## config.mk

```make
export PLATFORM = sky130hd
export DESIGN_NAME = obstacle_avoid_ctrl_flat
export DESIGN_NICKNAME = d
export VERILOG_FILES = /design/src/rtl/obstacle_avoid_pkg.sv /design/src/rtl/obstacle_avoid_ctrl_if.sv /design/src/rtl/dwell_timer.sv /design/src/rtl/obstacle_avoid_ctrl.sv /design/src/flat_wrapper.sv
export SDC_FILE = /design/constraint.sdc
export NUM_CORES = 1
export LEC_CHECK = 0
export CORE_MARGIN = 10
export CORE_UTILIZATION = 40
export DETAILED_ROUTE_END_ITERATION = 10
export MAX_ROUTING_LAYER = met4
export PLACE_DENSITY_LB_ADDON = 0.25
export SYNTH_ARGS = -nofsm -noshare
export SYNTH_HDL_FRONTEND = slang
export SYNTH_SLANG_ARGS = --single-unit
```

## constraint.sdc

```tcl
create_clock -name clk -period 2.7 [get_ports clk]
set_input_delay 0.405 -clock clk [delete_from_list [all_inputs] [get_ports clk]]
set_output_delay 0.405 -clock clk [all_outputs]
set_load 0.005 [all_outputs]
```

## src/rtl/obstacle_avoid_pkg.sv

```systemverilog
// Shared types for the obstacle-avoidance controller: state codes, motor command
// encodings and the state-to-wheel-command decode.
package obstacle_avoid_pkg;

    typedef enum logic [2:0] {
        S_STOP   = 3'd0,
        S_FWD    = 3'd1,
        S_REV    = 3'd2,
        S_TURN_L = 3'd3,
        S_TURN_R = 3'd4
    } state_t;

    localparam logic [1:0] MOT_STOP = 2'b00;
    localparam logic [1:0] MOT_FWD  = 2'b01;
    localparam logic [1:0] MOT_REV  = 2'b10;

    typedef struct packed {
        logic [1:0] left;
        logic [1:0] right;
    } motor_t;

    // A pivot turns toward the named side by running that wheel backwards.
    function automatic motor_t motor_cmd(input state_t s);
        motor_t m;
        m.left  = MOT_STOP;
        m.right = MOT_STOP;
        case (s)
            S_FWD:    begin m.left = MOT_FWD; m.right = MOT_FWD; end
            S_REV:    begin m.left = MOT_REV; m.right = MOT_REV; end
            S_TURN_L: begin m.left = MOT_REV; m.right = MOT_FWD; end
            S_TURN_R: begin m.left = MOT_FWD; m.right = MOT_REV; end
            default:  ;
        endcase
        return m;
    endfunction

endpackage

```

## src/rtl/obstacle_avoid_ctrl_if.sv

```systemverilog
// Detector-to-controller link: level detection flags in, wheel commands and status out.
interface obstacle_avoid_ctrl_if;
    logic       left_object_detected;
    logic       right_object_detected;
    logic       front_object_detected;
    logic [1:0] motor_left;
    logic [1:0] motor_right;
    logic [2:0] state_o;
    logic [7:0] avoid_count;

    modport master (
        output left_object_detected, right_object_detected, front_object_detected,
        input  motor_left, motor_right, state_o, avoid_count
    );

    modport slave (
        input  left_object_detected, right_object_detected, front_object_detected,
        output motor_left, motor_right, state_o, avoid_count
    );
endinterface

```

## src/rtl/dwell_timer.sv

```systemverilog
// Up-counter timing how long the controller has sat in its current state.
// Latency: done is combinational from the count; count updates on clk.
// Backpressure: none; clr has priority over en, done only asserts while enabled.
module dwell_timer #(
    parameter int W = 4
) (
    input  logic         clk,
    input  logic         reset,
    input  logic         clr,
    input  logic         en,
    input  logic [W-1:0] term,
    output logic         done
);

    logic [W-1:0] cnt;

    always_ff @(posedge clk or posedge reset) begin
        if (reset) begin
            cnt <= '0;
        end else if (clr) begin
            cnt <= '0;
        end else if (en) begin
            cnt <= cnt + W'(1);
        end
    end

    assign done = en && (cnt == term);

endmodule

```

## src/rtl/obstacle_avoid_ctrl.sv

```systemverilog
// Moore FSM turning left/right/front detection flags into differential wheel commands.
// Latency: one clock from flag sample to registered motor/state outputs.
// Backpressure: none; flags are levels, ignored while a stop/reverse/turn dwell runs.
module obstacle_avoid_ctrl
    import obstacle_avoid_pkg::*;
#(
    parameter int STOP_CYCLES = 4,
    parameter int REV_CYCLES  = 8,
    parameter int TURN_CYCLES = 6
) (
    input  logic                 clk,
    input  logic                 reset,
    obstacle_avoid_ctrl_if.slave bus
);

    localparam int MAX_SR    = (STOP_CYCLES > REV_CYCLES) ? STOP_CYCLES : REV_CYCLES;
    localparam int MAX_DWELL = (MAX_SR > TURN_CYCLES) ? MAX_SR : TURN_CYCLES;
    localparam int TW        = $clog2(MAX_DWELL) + 1;

    state_t        state;
    state_t        state_nxt;
    state_t        pref_turn;
    logic          turn_pref;
    logic          pref_toggle;
    logic          timed;
    logic          done;
    logic          entering;
    logic          turn_entry;
    logic [TW-1:0] term;
    motor_t        motor_q;
    logic [7:0]    avoid_cnt_q;
    logic          left_det;
    logic          right_det;
    logic          front_det;

    assign left_det  = bus.left_object_detected;
    assign right_det = bus.right_object_detected;
    assign front_det = bus.front_object_detected;

    always_comb begin
        timed = 1'b1;
        term  = '0;
        case (state)
            S_STOP:             term = TW'(STOP_CYCLES - 1);
            S_REV:              term = TW'(REV_CYCLES - 1);
            S_TURN_L, S_TURN_R: term = TW'(TURN_CYCLES - 1);
            default:            timed = 1'b0;
        endcase
    end

    // Every state change restarts the dwell count; timed states never self-loop.
    dwell_timer #(.W(TW)) u_dwell_timer (
        .clk   (clk),
        .reset (reset),
        .clr   (entering),
        .en    (timed),
        .term  (term),
        .done  (done)
    );

    assign pref_turn = turn_pref ? S_TURN_R : S_TURN_L;

    always_comb begin
        state_nxt   = state;
        pref_toggle = 1'b0;
        case (state)
            S_FWD: begin
                if (front_det)                     state_nxt = S_STOP;
                else if (left_det && !right_det)   state_nxt = S_TURN_R;
                else if (right_det && !left_det)   state_nxt = S_TURN_L;
            end
            S_STOP: begin
                if (done) begin
                    if (!front_det)                   state_nxt = S_FWD;
                    else if (left_det && right_det)   state_nxt = S_REV;
                    else if (left_det)                state_nxt = S_TURN_R;
                    else if (right_det)               state_nxt = S_TURN_L;
                    else begin
                        state_nxt   = pref_turn;
                        pref_toggle = 1'b1;
                    end
                end
            end
            S_REV: begin
                if (done) begin
                    state_nxt   = pref_turn;
                    pref_toggle = 1'b1;
                end
            end
            S_TURN_L, S_TURN_R: begin
                if (done) state_nxt = front_det ? S_STOP : S_FWD;
            end
            default: state_nxt = S_STOP;
        endcase
    end

    assign entering   = (state_nxt != state);
    assign turn_entry = entering && ((state_nxt == S_TURN_L) || (state_nxt == S_TURN_R));

    always_ff @(posedge clk or posedge reset) begin
        if (reset) begin
            state       <= S_STOP;
            turn_pref   <= 1'b0;
            motor_q     <= '0;
            avoid_cnt_q <= '0;
        end else begin
            state   <= state_nxt;
            motor_q <= motor_cmd(state_nxt);
            if (pref_toggle) turn_pref <= ~turn_pref;
            if (turn_entry && (avoid_cnt_q != 8'hFF)) avoid_cnt_q <= avoid_cnt_q + 8'd1;
        end
    end

    assign bus.motor_left  = motor_q.left;
    assign bus.motor_right = motor_q.right;
    assign bus.state_o     = state;
    assign bus.avoid_count = avoid_cnt_q;

endmodule

```

## src/flat_wrapper.sv

```systemverilog
// flat-port wrapper written by rule: the top's interface ports become plain ports
module obstacle_avoid_ctrl_flat import obstacle_avoid_pkg::*;
#(
    parameter int STOP_CYCLES = 4,
    parameter int REV_CYCLES  = 8,
    parameter int TURN_CYCLES = 6
)
  (clk, reset, bus_left_object_detected, bus_right_object_detected, bus_front_object_detected, bus_motor_left, bus_motor_right, bus_state_o, bus_avoid_count);
  obstacle_avoid_ctrl_if bus_i ();
  input  logic clk;
  input  logic reset;
  input wire logic [$bits(bus_i.left_object_detected)-1:0] bus_left_object_detected;
  input wire logic [$bits(bus_i.right_object_detected)-1:0] bus_right_object_detected;
  input wire logic [$bits(bus_i.front_object_detected)-1:0] bus_front_object_detected;
  output wire logic [$bits(bus_i.motor_left)-1:0] bus_motor_left;
  output wire logic [$bits(bus_i.motor_right)-1:0] bus_motor_right;
  output wire logic [$bits(bus_i.state_o)-1:0] bus_state_o;
  output wire logic [$bits(bus_i.avoid_count)-1:0] bus_avoid_count;
  assign bus_i.left_object_detected = bus_left_object_detected;
  assign bus_i.right_object_detected = bus_right_object_detected;
  assign bus_i.front_object_detected = bus_front_object_detected;
  assign bus_motor_left = bus_i.motor_left;
  assign bus_motor_right = bus_i.motor_right;
  assign bus_state_o = bus_i.state_o;
  assign bus_avoid_count = bus_i.avoid_count;
  obstacle_avoid_ctrl #(.STOP_CYCLES(STOP_CYCLES), .REV_CYCLES(REV_CYCLES), .TURN_CYCLES(TURN_CYCLES)) u_core (.clk(clk), .reset(reset), .bus(bus_i));
endmodule
```

==> results_tabular.tex, run 1 <==
\begin{tabular}{lr}
\hline
Metric & Value \\
\hline
\multicolumn{2}{l}{\textbf{Timing}} \\
\quad RSZ-0062 raised after global routing & no \\
\quad Time the final worst path needs with I/O delays and setup & $\sim$2.4 ns \\
\quad Worst clock skew & 0.00413 ns \\
\quad Normalized max-slew margin & 0.488 \\
\quad Worst Max-Slew Pin Slew & $\sim$0.77 ns \\
\quad Final-layout setup total negative slack & 0 ns \\
\quad Smallest setup slack after layout & 0.295 ns \\
\quad Max Clk Rate & 416 MHz \\
\quad Hold Vio Cnt, Final & 0 \\
\quad Fraction of the cycle the final worst path needs & 0.891 \\
\quad Count of pins over their slew limit & 0 \\
\quad Final setup violating endpoints & 0 \\
\multicolumn{2}{l}{\textbf{Synthesis}} \\
\quad Most used flip-flop cell after synthesis & dfrtp\_1 \\
\quad Number of enable flip-flop cells after synthesis & 0 \\
\quad Top cells by instance count after synthesis & 20 x dfrtp\_1, 12 x nor2\_1, 8 x nor2b\_1, 8 x xnor2\_1 \\
\quad Number of unique standard cell types used by synthesis & 45 \\
\quad Cell type with the highest aggregate area in the netlist & dfrtp\_1 \\
\quad Warnings, synthesis & 0 \\
\quad Share of the yosys chip area belonging to registers & 0.389 \\
\quad Number of synthesized register bits & 20 \\
\quad Synth area leaders & dfrtp\_1 39\%, xnor2\_1 5.4\%, nand4\_2 3.9\% \\
\quad Net count after synthesis & 131 \\
\quad Share of synthesized flip-flops with an asynchronous set or reset & 1.00 \\
\quad Post-synthesis average cell area & around 10 sq um \\
\quad Number of standard cells after synthesis & 124 \\
\quad Cell area after synthesis & 1290 sq um \\
\quad Fraction of synthesized cell area taken by the top area cell type & 0.389 \\
\quad Top-count cell post-synth & dfrtp\_1 \\
\multicolumn{2}{l}{\textbf{Worst setup path}} \\
\quad Capturing element type of the critical path & register \\
\quad Number of buffer and inverter instances along the worst setup path & 0 \\
\quad Biggest cell delay along the critical path & 0.63 ns \\
\quad CP arrival & between 2 and 3 ns \\
\quad CP max-delay cell & dfrtp\_1 \\
\quad Type of the worst setup path & register to register \\
\quad Critical Path, Cell by Cell & xnor2\_1 > nor4bb\_1 > o311ai\_1 > and2\_1 > a21o\_4 > nand3\_4 > mux2\_4 \\
\quad Peak fanout along the critical path & 12 \\
\quad Data required, critical path & 2.89 ns \\
\quad Worst Setup Start Kind & register \\
\quad CP top delay family & flip-flops \\
\multicolumn{2}{l}{\textbf{Job}} \\
\quad Max-cap viol count & 0 \\
\multicolumn{2}{l}{\textbf{Die}} \\
\quad Core Region & about 3100 sq um \\
\quad Die extent in y & roughly 77 microns \\
\quad FP Rows & 20 \\
\quad Num ports & 20 \\
\quad X dimension of the die & between 70 and 80 microns \\
\quad Overall die area & slightly below 6000 sq um \\
\quad Starting density of the core & 0.418 \\
\multicolumn{2}{l}{\textbf{Placement}} \\
\quad Placer Congestion & 0.868 \\
\quad Post-place setup slack & between 0.07 and 0.08 ns \\
\quad Count of port buffers added during placement & 19 \\
\quad Post-DP HPWL & 2080 microns \\
\quad Standard cell area after detailed placement & 1500 sq um \\
\multicolumn{2}{l}{\textbf{CTS}} \\
\quad CTS-repair resized insts & 0 \\
\quad CTS tree & yes \\
\quad Post-CTS repair timing setup buffer count & 0 \\
\quad Latest clock arrival within the worst-skew pair & roughly 0.29 ns \\
\quad Number of levels in the clock H-tree & 1 \\
\quad Deepest clock path buffer count & 2 \\
\quad Clock Pin Slew Worst Setup and Hold Paths & about 0.11 ns \\
\quad Clock root buffer & clkbuf\_4 \\
\quad Hold-fix buffer count after cts & 0 \\
\quad Inserted Clock Buffers & 3 \\
\quad Sink Count & 20 \\
\multicolumn{2}{l}{\textbf{Routing}} \\
\quad First-iteration detailed-routing DRC count & 77 \\
\quad Final ANT Viol Nets & 0 \\
\quad Total iterations of the first detailed-routing run & 4 \\
\quad Routed WL & 2690 microns \\
\quad Via count & roughly 990 \\
\quad Post-DR vias/cell & 5.34 \\
\quad Routed length per placed instance & 14.5 microns \\
\quad Remaining routing DRC violations & 0 \\
\multicolumn{2}{l}{\textbf{Layout}} \\
\quad Diodes inserted & 0 \\
\quad Area grow syn2layout & 18.2\% \\
\quad Number of nets in the finished design & 151 \\
\quad Proportion of layout cells with a drive suffix above 1 & 0.127 \\
\quad Fin area & 1520 sq um \\
\quad Number of fill cells in the layout & 294 \\
\multicolumn{2}{l}{\textbf{Status}} \\
\quad Outcome & complete, no violations \\
\multicolumn{2}{l}{\textbf{Power and ir drop}} \\
\quad Max rail drop VDD & approximately 500 uV \\
\quad Pwr dens & 1010 nW/um\^{}2 \\
\quad Standby leakage power & 0.663 nW \\
\multicolumn{2}{l}{\textbf{Global routing}} \\
\quad Largest net degree at the start of global routing & 21 \\
\quad Total grt overflow & 0 \\
\quad Via count of the first global-routing pass & 1050 \\
\quad First-pass GRT wire length & roughly 4700 microns \\
\quad Number of antenna violations at the first check in global routing & 0 \\
\quad Global router's overall resource usage & 0.0984 \\
\multicolumn{2}{l}{\textbf{Worst hold path}} \\
\quad Hold crit path type & primary input to async pin \\
\hline
\end{tabular}
[through the flow]
stage                     utilization  instances  hold slack (ns)  power (mW)
after floorplan                     -        124            0.369        1.16
final                           0.494        186            0.536        1.53
after global routing            0.494        186            0.587        1.66
after detailed placement        0.487        183            0.522        1.41
after global placement          0.487        183            0.521        1.39
after CTS                       0.494        186            0.547        1.55
[worst paths after layout]
check                                          start                   endpoint  slack, ns  cells past startpoint
setup / recovery               u_core.bus.state_o[1]  u_core.bus.avoid_count[1]       0.29                      7
setup reg to reg               u_core.bus.state_o[1]  u_core.bus.avoid_count[1]       0.29                      7
min in group clk           u_core.bus.avoid_count[7]  u_core.bus.avoid_count[7]       0.54                      1
max in group asynchronous                      reset           u_core.turn_pref       1.68                      2
hold reg to reg            u_core.bus.avoid_count[7]  u_core.bus.avoid_count[7]       0.54                      1
hold / removal                                 reset  u_core.bus.motor_right[1]       0.54                      2
[cell families (layout without fill, tap and decap cells)]
logic type / after synthesis / count (layout) / synth area share
AND/OR/NAND/NOR: 55 / 55 / 0.298
AO/OA/AOI/OAI: 20 / 20 / 0.126
flip-flops: 20 / 20 / 0.389
XOR/XNOR: 12 / 12 / 0.0817
buffers and inverters: 12 / 30 / 0.0584
multiplexers: 3 / 3 / 0.0272
adder cells (fa/ha/maj): 2 / 2 / 0.0195
[state kept, by name, summed over array words and instances (netlist names)]
| register | cells |
|---|---|
| u_core.bus.avoid_count | 8 |
| u_core.bus.motor_left | 2 |
| u_core.bus.motor_right | 2 |
| u_core.bus.state_o | 3 |
| u_core.turn_pref | 1 |
| u_core.u_dwell_timer.cnt | 4 |
[metal layers]
| metal | GRT usage | up-vias | wire (microns) |
|---|---|---|---|
| met4 | 0.0446 | 0 | 37 |
| met3 | 0.0233 | 4 | 131 |
| met1 | 0.110 | 482 | 1160 |
| met5 | - | - | 0 |
| met2 | 0.163 | 29 | 1360 |
| li1 | - | 479 | - |
[report_power, final]
part | leakage, nW | internal [mW] | switching, mW
clock network | 0.0138 | 0.0519 | 0.0848
registers | 0.265 | 0.396 | 0.152
logic | 0.384 | 0.439 | 0.409
[cells in the final DEF, fill, tap and decap left out, types with 3 or more instances in the layout]
cell             instances
nand2_1                  5
xor2_1                   4
clkbuf_4                 3
xnor2_1                  8
and2_1                   3
o21ai_0                  4
nor2b_1                  8
nand4b_1                 3
buf_4                    3
nor2_1                  12
nand3_1                  3
clkdlybuf4s50_1         19
dfrtp_1                 20
nand4_2                  4
nand2b_1                 3
inv_1                    5
[cell type report]
| class | count | area (sq um) | share of cell area |
|---|---|---|---|
| clock buffer | 3 | 22.5 | 0.0148 |
| inverter | 5 | 18.8 | 0.0123 |
| multi-input combinational | 92 | 711 | 0.467 |
| sequential | 20 | 500 | 0.329 |
| tap | 44 | 55.1 | 0.0362 |
| timing repair buffer | 22 | 213 | 0.140 |
No activity file was read; power rests on OpenSTA's default activity.
==> run 2: changes to the inputs <==
--- a/config.mk
+++ b/config.mk
@@ -5,8 +5,10 @@
 export SDC_FILE = /design/constraint.sdc
 export NUM_CORES = 1
 export LEC_CHECK = 0
+export CELL_PAD_IN_SITES_DETAIL_PLACEMENT = 1
+export CELL_PAD_IN_SITES_GLOBAL_PLACEMENT = 2
 export CORE_MARGIN = 10
-export CORE_UTILIZATION = 40
+export CORE_UTILIZATION = 34
 export DETAILED_ROUTE_END_ITERATION = 10
 export MAX_ROUTING_LAYER = met4
 export PLACE_DENSITY_LB_ADDON = 0.25
==> run 2 against run 1 <==
Effect of this change: worst hold slack is essentially flat; first-iteration DRC count shrank 17%; total power grew 12%; utilization shrank 6.4 points; clock skew shrank 0.0014 ns; critical path depth is the same; final area grew 3.5%; largest cell class unchanged; largest power group unchanged.
==> results_tabular.tex, run 2 (synthesis results as in run 1) <==
\begin{tabular}{lr}
\hline
Metric & Value \\
\hline
\multicolumn{2}{l}{\textbf{Status}} \\
\quad Outcome & complete, no violations \\
\multicolumn{2}{l}{\textbf{Routing}} \\
\quad Remaining routing DRC violations & 0 \\
\quad Routed WL & 3120 microns \\
\quad Routed length per placed instance & roughly 16 microns \\
\quad Via count & 970 \\
\quad Post-DR vias/cell & 5.08 \\
\quad First-iteration detailed-routing DRC count & 64 \\
\quad Final ANT Viol Nets & 0 \\
\quad Total iterations of the first detailed-routing run & 4 \\
\multicolumn{2}{l}{\textbf{Layout}} \\
\quad Fin util & 0.430 \\
\quad Most common cell after layout, fill and taps aside & dfrtp\_1 \\
\quad Area grow syn2layout & 22.4\% \\
\quad Number of nets in the finished design & 151 \\
\quad Number of fill cells in the layout & 423 \\
\quad Diodes inserted & 0 \\
\quad Fin area & 1570 sq um \\
\quad Proportion of layout cells with a drive suffix above 1 & 0.133 \\
\quad Largest register FFs & 8 \\
\quad Leading cell types in the layout, fill and taps excluded & 20 x dfrtp\_1, 19 x clkdlybuf4s50\_1, 12 x nor2\_1 \\
\multicolumn{2}{l}{\textbf{Placement}} \\
\quad Standard cell area after detailed placement & 1500 sq um \\
\quad Count of port buffers added during placement & 19 \\
\quad Placer Congestion & 0.817 \\
\quad Post-DP HPWL & 2350 microns \\
\multicolumn{2}{l}{\textbf{Power and ir drop}} \\
\quad Max rail drop VDD & roughly 340 uV \\
\quad Pwr dens & between 1000 and 1500 nW/um\^{}2 \\
\quad Standby leakage power & 0.685 nW \\
\multicolumn{2}{l}{\textbf{Worst setup path}} \\
\quad Reg2reg setup slack & 0.32 ns \\
\quad Data required, critical path & 2.85 ns \\
\quad Peak fanout along the critical path & 12 \\
\quad Type of the worst setup path & register to register \\
\quad Capturing element type of the critical path & register \\
\quad Worst Setup Start Kind & register \\
\quad CP arrival & $\sim$2.5 ns \\
\multicolumn{2}{l}{\textbf{Job}} \\
\quad Max-cap viol count & 0 \\
\multicolumn{2}{l}{\textbf{Timing}} \\
\quad Final-layout setup total negative slack & 0 ns \\
\quad Worst clock skew & 0.00268 ns \\
\quad Count of pins over their slew limit & 0 \\
\quad RSZ-0062 raised after global routing & no \\
\quad Final setup violating endpoints & 0 \\
\quad Worst Max-Slew Pin Slew & 0.763 ns \\
\quad Hold Vio Cnt, Final & 0 \\
\quad Max Clk Rate & 420 MHz \\
\quad Normalized max-slew margin & 0.491 \\
\quad Fraction of the cycle the final worst path needs & 0.883 \\
\quad Time the final worst path needs with I/O delays and setup & 2.38 ns \\
\multicolumn{2}{l}{\textbf{CTS}} \\
\quad Number of levels in the clock H-tree & 1 \\
\quad Hold-fix buffer count after cts & 0 \\
\quad CTS tree & yes \\
\quad Clock root buffer & clkbuf\_8 \\
\quad Sink Count & 20 \\
\quad Post-CTS repair timing setup buffer count & 0 \\
\quad Latest clock arrival within the worst-skew pair & 0.26 ns \\
\quad Deepest clock path buffer count & 2 \\
\quad Inserted Clock Buffers & 3 \\
\quad Clock Pin Slew Worst Setup and Hold Paths & 0.08 ns \\
\quad CTS-repair resized insts & 0 \\
\multicolumn{2}{l}{\textbf{Global routing}} \\
\quad Via count of the first global-routing pass & slightly above 1000 \\
\quad Global router's overall resource usage & 0.102 \\
\quad Total grt overflow & 0 \\
\quad First-pass GRT wire length & 5200 microns \\
\quad Largest net degree at the start of global routing & 21 \\
\quad Number of antenna violations at the first check in global routing & 0 \\
\multicolumn{2}{l}{\textbf{Die}} \\
\quad Core Region & 3660 sq um \\
\quad X dimension of the die & 81.5 microns \\
\quad Num ports & 20 \\
\quad Starting density of the core & 0.351 \\
\quad FP Rows & 22 \\
\quad Overall die area & 6640 sq um \\
\quad Die extent in y & 81.5 microns \\
\multicolumn{2}{l}{\textbf{Worst hold path}} \\
\quad Hold crit path type & register to register \\
\hline
\end{tabular}
==> run 2: cell count changes in the layout (fill, tap and decap cells not counted), sizes merged <==
cell    previous run  this run
bufinv             0         1
==> run 2: critical path, stage by stage, from the launching register on <==
cell and delay [ns]:
dfrtp_1 0.63, xnor2_1 0.18, nor4bb_1 0.16, o311ai_1 0.35, and2_1 0.32, a21o_4 0.23
nand3_4 0.09, mux2_4 0.30
==> run 2: worst paths after layout <==
path,startpoint,endpoint,cells after the start
min in group asynchronous,reset,u_core.bus.motor_left[1],2
worst min register to register,u_core.bus.avoid_count[5],u_core.bus.avoid_count[5],1
worst max-delay path,u_core.bus.state_o[1],u_core.bus.avoid_count[1],7
worst max register to register,u_core.bus.state_o[1],u_core.bus.avoid_count[1],7
worst min-delay path,u_core.bus.avoid_count[5],u_core.bus.avoid_count[5],1
max in group asynchronous,reset,u_core.bus.avoid_count[5],2
==> run 2: per-stage QoR <==
step / setup slack (ns) / power, mW / hold slack [ns] / instances
after CTS: 0.289 / 1.74 / 0.540 / 191
after global routing: 0.0896 / 1.86 / 0.569 / 191
after global placement: 0.139 / 1.40 / 0.512 / 187
after floorplan: 0.597 / 1.16 / 0.369 / 124
after detailed placement: 0.0568 / 1.43 / 0.528 / 187
final: 0.317 / 1.71 / 0.537 / 191
==> run 2: per-layer routing <==
layer / wire length (microns) / track usage
met2: 1540 / 0.161
met5: 0 / -
met3: 160 / 0.0262
met4: 12 / 0.0260
met1: 1400 / 0.125
==> run 2: where the power goes <==
group | internal [mW] | total, mW | switching (mW)
clock network | 0.198 | 0.308 | 0.110
registers | 0.396 | 0.554 | 0.158
logic | 0.441 | 0.853 | 0.412
==> run 2: final cells by class <==
type                       count  area [sq um]  share of cell area
tap                           48          60.1              0.0382
inverter                       5          18.8              0.0119
multi-input combinational     92           711               0.452
clock buffer                   3          41.3              0.0262
timing repair buffer          22           213               0.135
clock inverter                 1          30.0              0.0191
sequential                    20           500               0.318
==> variant, RTL diff (flow settings as in run 1) <==
`TURN_CYCLES` is set to 6 in 2 places; all go to 8.
--- a/src/rtl/obstacle_avoid_ctrl.sv
+++ b/src/rtl/obstacle_avoid_ctrl.sv
@@ -6,7 +6,7 @@
 #(
     parameter int STOP_CYCLES = 4,
     parameter int REV_CYCLES  = 8,
-    parameter int TURN_CYCLES = 6
+    parameter int TURN_CYCLES = 8
 ) (
     input  logic                 clk,
     input  logic                 reset,
--- a/src/flat_wrapper.sv
+++ b/src/flat_wrapper.sv
@@ -3,7 +3,7 @@
 #(
     parameter int STOP_CYCLES = 4,
     parameter int REV_CYCLES  = 8,
-    parameter int TURN_CYCLES = 6
+    parameter int TURN_CYCLES = 8
 )
   (clk, reset, bus_left_object_detected, bus_right_object_detected, bus_front_object_detected, bus_motor_left, bus_motor_right, bus_state_o, bus_avoid_count);
   obstacle_avoid_ctrl_if bus_i ();
Check against the original RTL: same outputs for any inputs over 10 cycles, from zero or initial values and one cycle with reset high; that may be too few to reach the edited logic, so the function may still have changed.
==> variant against run 1 <==
Sequential cell count unchanged. Total power increased by 1.9%. Critical path type unchanged. Design area increased by 3.1%. Setup slack improved by 0.083 ns. Area after synthesis decreased by 0.88%. Clock skew increased by 0.0023 ns. Largest cell class unchanged. Cell count increased by 2.2%. Clock power increased by 27%. Worst hold slack got worse by 0.028 ns. Wire length increased by 2.9%.
==> variant: results (changes against run 1) <==
* Status: finished, final reports clean
* Min-delay src: u_core.bus.avoid_count[6]
* Critical path's slowest cell: or4_4
* Crit path largest cell delay at 0.53 ns (-0.10 ns)
* Routed vias at 997 (+0.30%)
* Main area contributors after synthesis: dfrtp_1, xnor2_1, and3_1
* Crit path DAT at 2.52 ns (-0.07 ns)
* Most instantiated cells after synthesis: dfrtp_1, nor2_1, xnor2_1, and3_1, nand3_1
* HPWL Detailed at 2130 um (+2.4%)
* Worst Setup EP: u_core.bus.avoid_count[1]
* Share of cells above drive strength 1 at 19.2% (+6.5 points)
* FF-to-FF Start: u_core.bus.state_o[2]
* Reg2Reg Setup Slack at 0.38 ns (+0.08 ns)
* GRT Total Usage at 10.4% (+0.51 points)
* Worst min path class: reg2reg
* Post-synthesis sequential area ratio at 39.3% (+0.34 points)
* Crit path max fanout at 8 (-4)
* Reg-to-Reg End: u_core.bus.avoid_count[1]
* Maximum vdd ir drop at 0.000483 V (-3.8%)
* First-pass GRT wire length at 4970 um (+4.7%)
* FILL cells at 286 (-2.7%)
* FF-to-FF path depth at 7 (unchanged)
* Max Clock Skew at 0.00641 ns (+0.00228 ns)
* CTS H-tree depth at 1 (unchanged)
* Setup bufs post-CTS at 0 (unchanged)
* Tightest Pin Transition at 0.769 ns (+0.00249 ns)
* Async SR Flop Fraction at 100% (unchanged)
* Clock latency on the worst-skew pair at 0.30 ns
* Number of diodes at 0 (unchanged)
* GP Congestion at 0.983 (+13%)
* Cell with the most instances after synthesis: dfrtp_1
* Max FFs per register at 8 (unchanged)
* Clock transition at path regs at 0.12 ns
* DR iter-0 viols at 74 (-3.9%)
* Leakage Power at 0.685 nW (+3.3%)
* Net Count, Synth at 129 (-1.5%)
* Layout Nets at 154 (+2.0%)
* WL final at 2770 um (+2.9%)
* Distinct cells, synth at 47 (+4.4%)
* Placed Area at 1530 um^2 (+2.3%)
* Synth warn at 0 (unchanged)
==> variant: changes by cell type after synthesis, moves of 3 or more <==
cell,change
nor2b_1,-7
nand3_1,+4
and3_1,+6
a21oi_1,+3
nand4_2,-4
==> variant: logic make-up after synthesis <==
logic type               Yosys count  synth area share [%]
multiplexers                       3                  2.75
buffers and inverters             10                  4.12
adder cells (fa/ha/maj)            2                  1.96
flip-flops                        20                  39.3
XOR/XNOR                          12                  8.24
AO/OA/AOI/OAI                     25                  19.1
AND/OR/NAND/NOR                   50                  24.5
==> variant: worst max-delay path, delay by kind of cell (launching register included) <==
family,cells,cell delay (ns)
AND/OR/NAND/NOR,3,0.70
AO/OA/AOI/OAI,3,0.72
flip-flops,1,0.51
multiplexers,1,0.30
==> variant: where the power goes <==
part	switching, mW	total, mW	internal [mW]
Combinational	0.438	0.876	0.438
Clock	0.0922	0.174	0.0822
Sequential	0.111	0.511	0.400
==> variant: worst min path at each step <==
| stage | end | slack, ns | depth (start not counted) |
|---|---|---|---|
| 2_1_floorplan | u_core.bus.avoid_count[0] | 0.37 | 1 |
| 3_3_place_gp | u_core.bus.avoid_count[6] | 0.48 | 1 |
| 3_5_place_dp | u_core.bus.avoid_count[6] | 0.49 | 1 |
| 4_1_cts | u_core.bus.avoid_count[6] | 0.51 | 1 |
| 5_1_grt | u_core.bus.avoid_count[6] | 0.55 | 1 |
| 6_report | u_core.bus.avoid_count[6] | 0.51 | 1 |
==> variant: per-stage QoR <==
step | hold WS, ns | power (mW) | std cells | setup slack, ns
finish | 0.509 | 1.56 | 190 | 0.377
detailed placement | 0.488 | 1.40 | 186 | 0.106
CTS | 0.507 | 1.58 | 190 | 0.379
floorplan | 0.369 | 1.09 | 122 | 0.521
global route | 0.545 | 1.69 | 190 | 0.270
global placement | 0.482 | 1.37 | 186 | 0.139
==> variant: area by class of cell <==
| cell class | count | area (um^2) | area share [%] |
|---|---|---|---|
| inverters | 5 | 18.8 | 1.20 |
| well taps | 44 | 55.1 | 3.51 |
| repair buffers | 25 | 235 | 15.0 |
| clock buffers | 4 | 36.3 | 2.31 |
| multi-input cells | 92 | 722 | 46.0 |
| flip-flops and latches | 20 | 500 | 31.9 |
==> variant: layer usage <==
| metal | part of all wire, % | GRT usage (%) | wire length [um] | vias up |
|---|---|---|---|---|
| met1 | 48 | 13.5 | 1340 | 487 |
| met4 | 1.4 | 4.46 | 38 | 0 |
| met3 | 3.2 | 1.89 | 89 | 4 |
| met5 | 0 | - | 0 | - |
| li1 | - | - | - | 489 |
| met2 | 47 | 15.2 | 1300 | 17 |
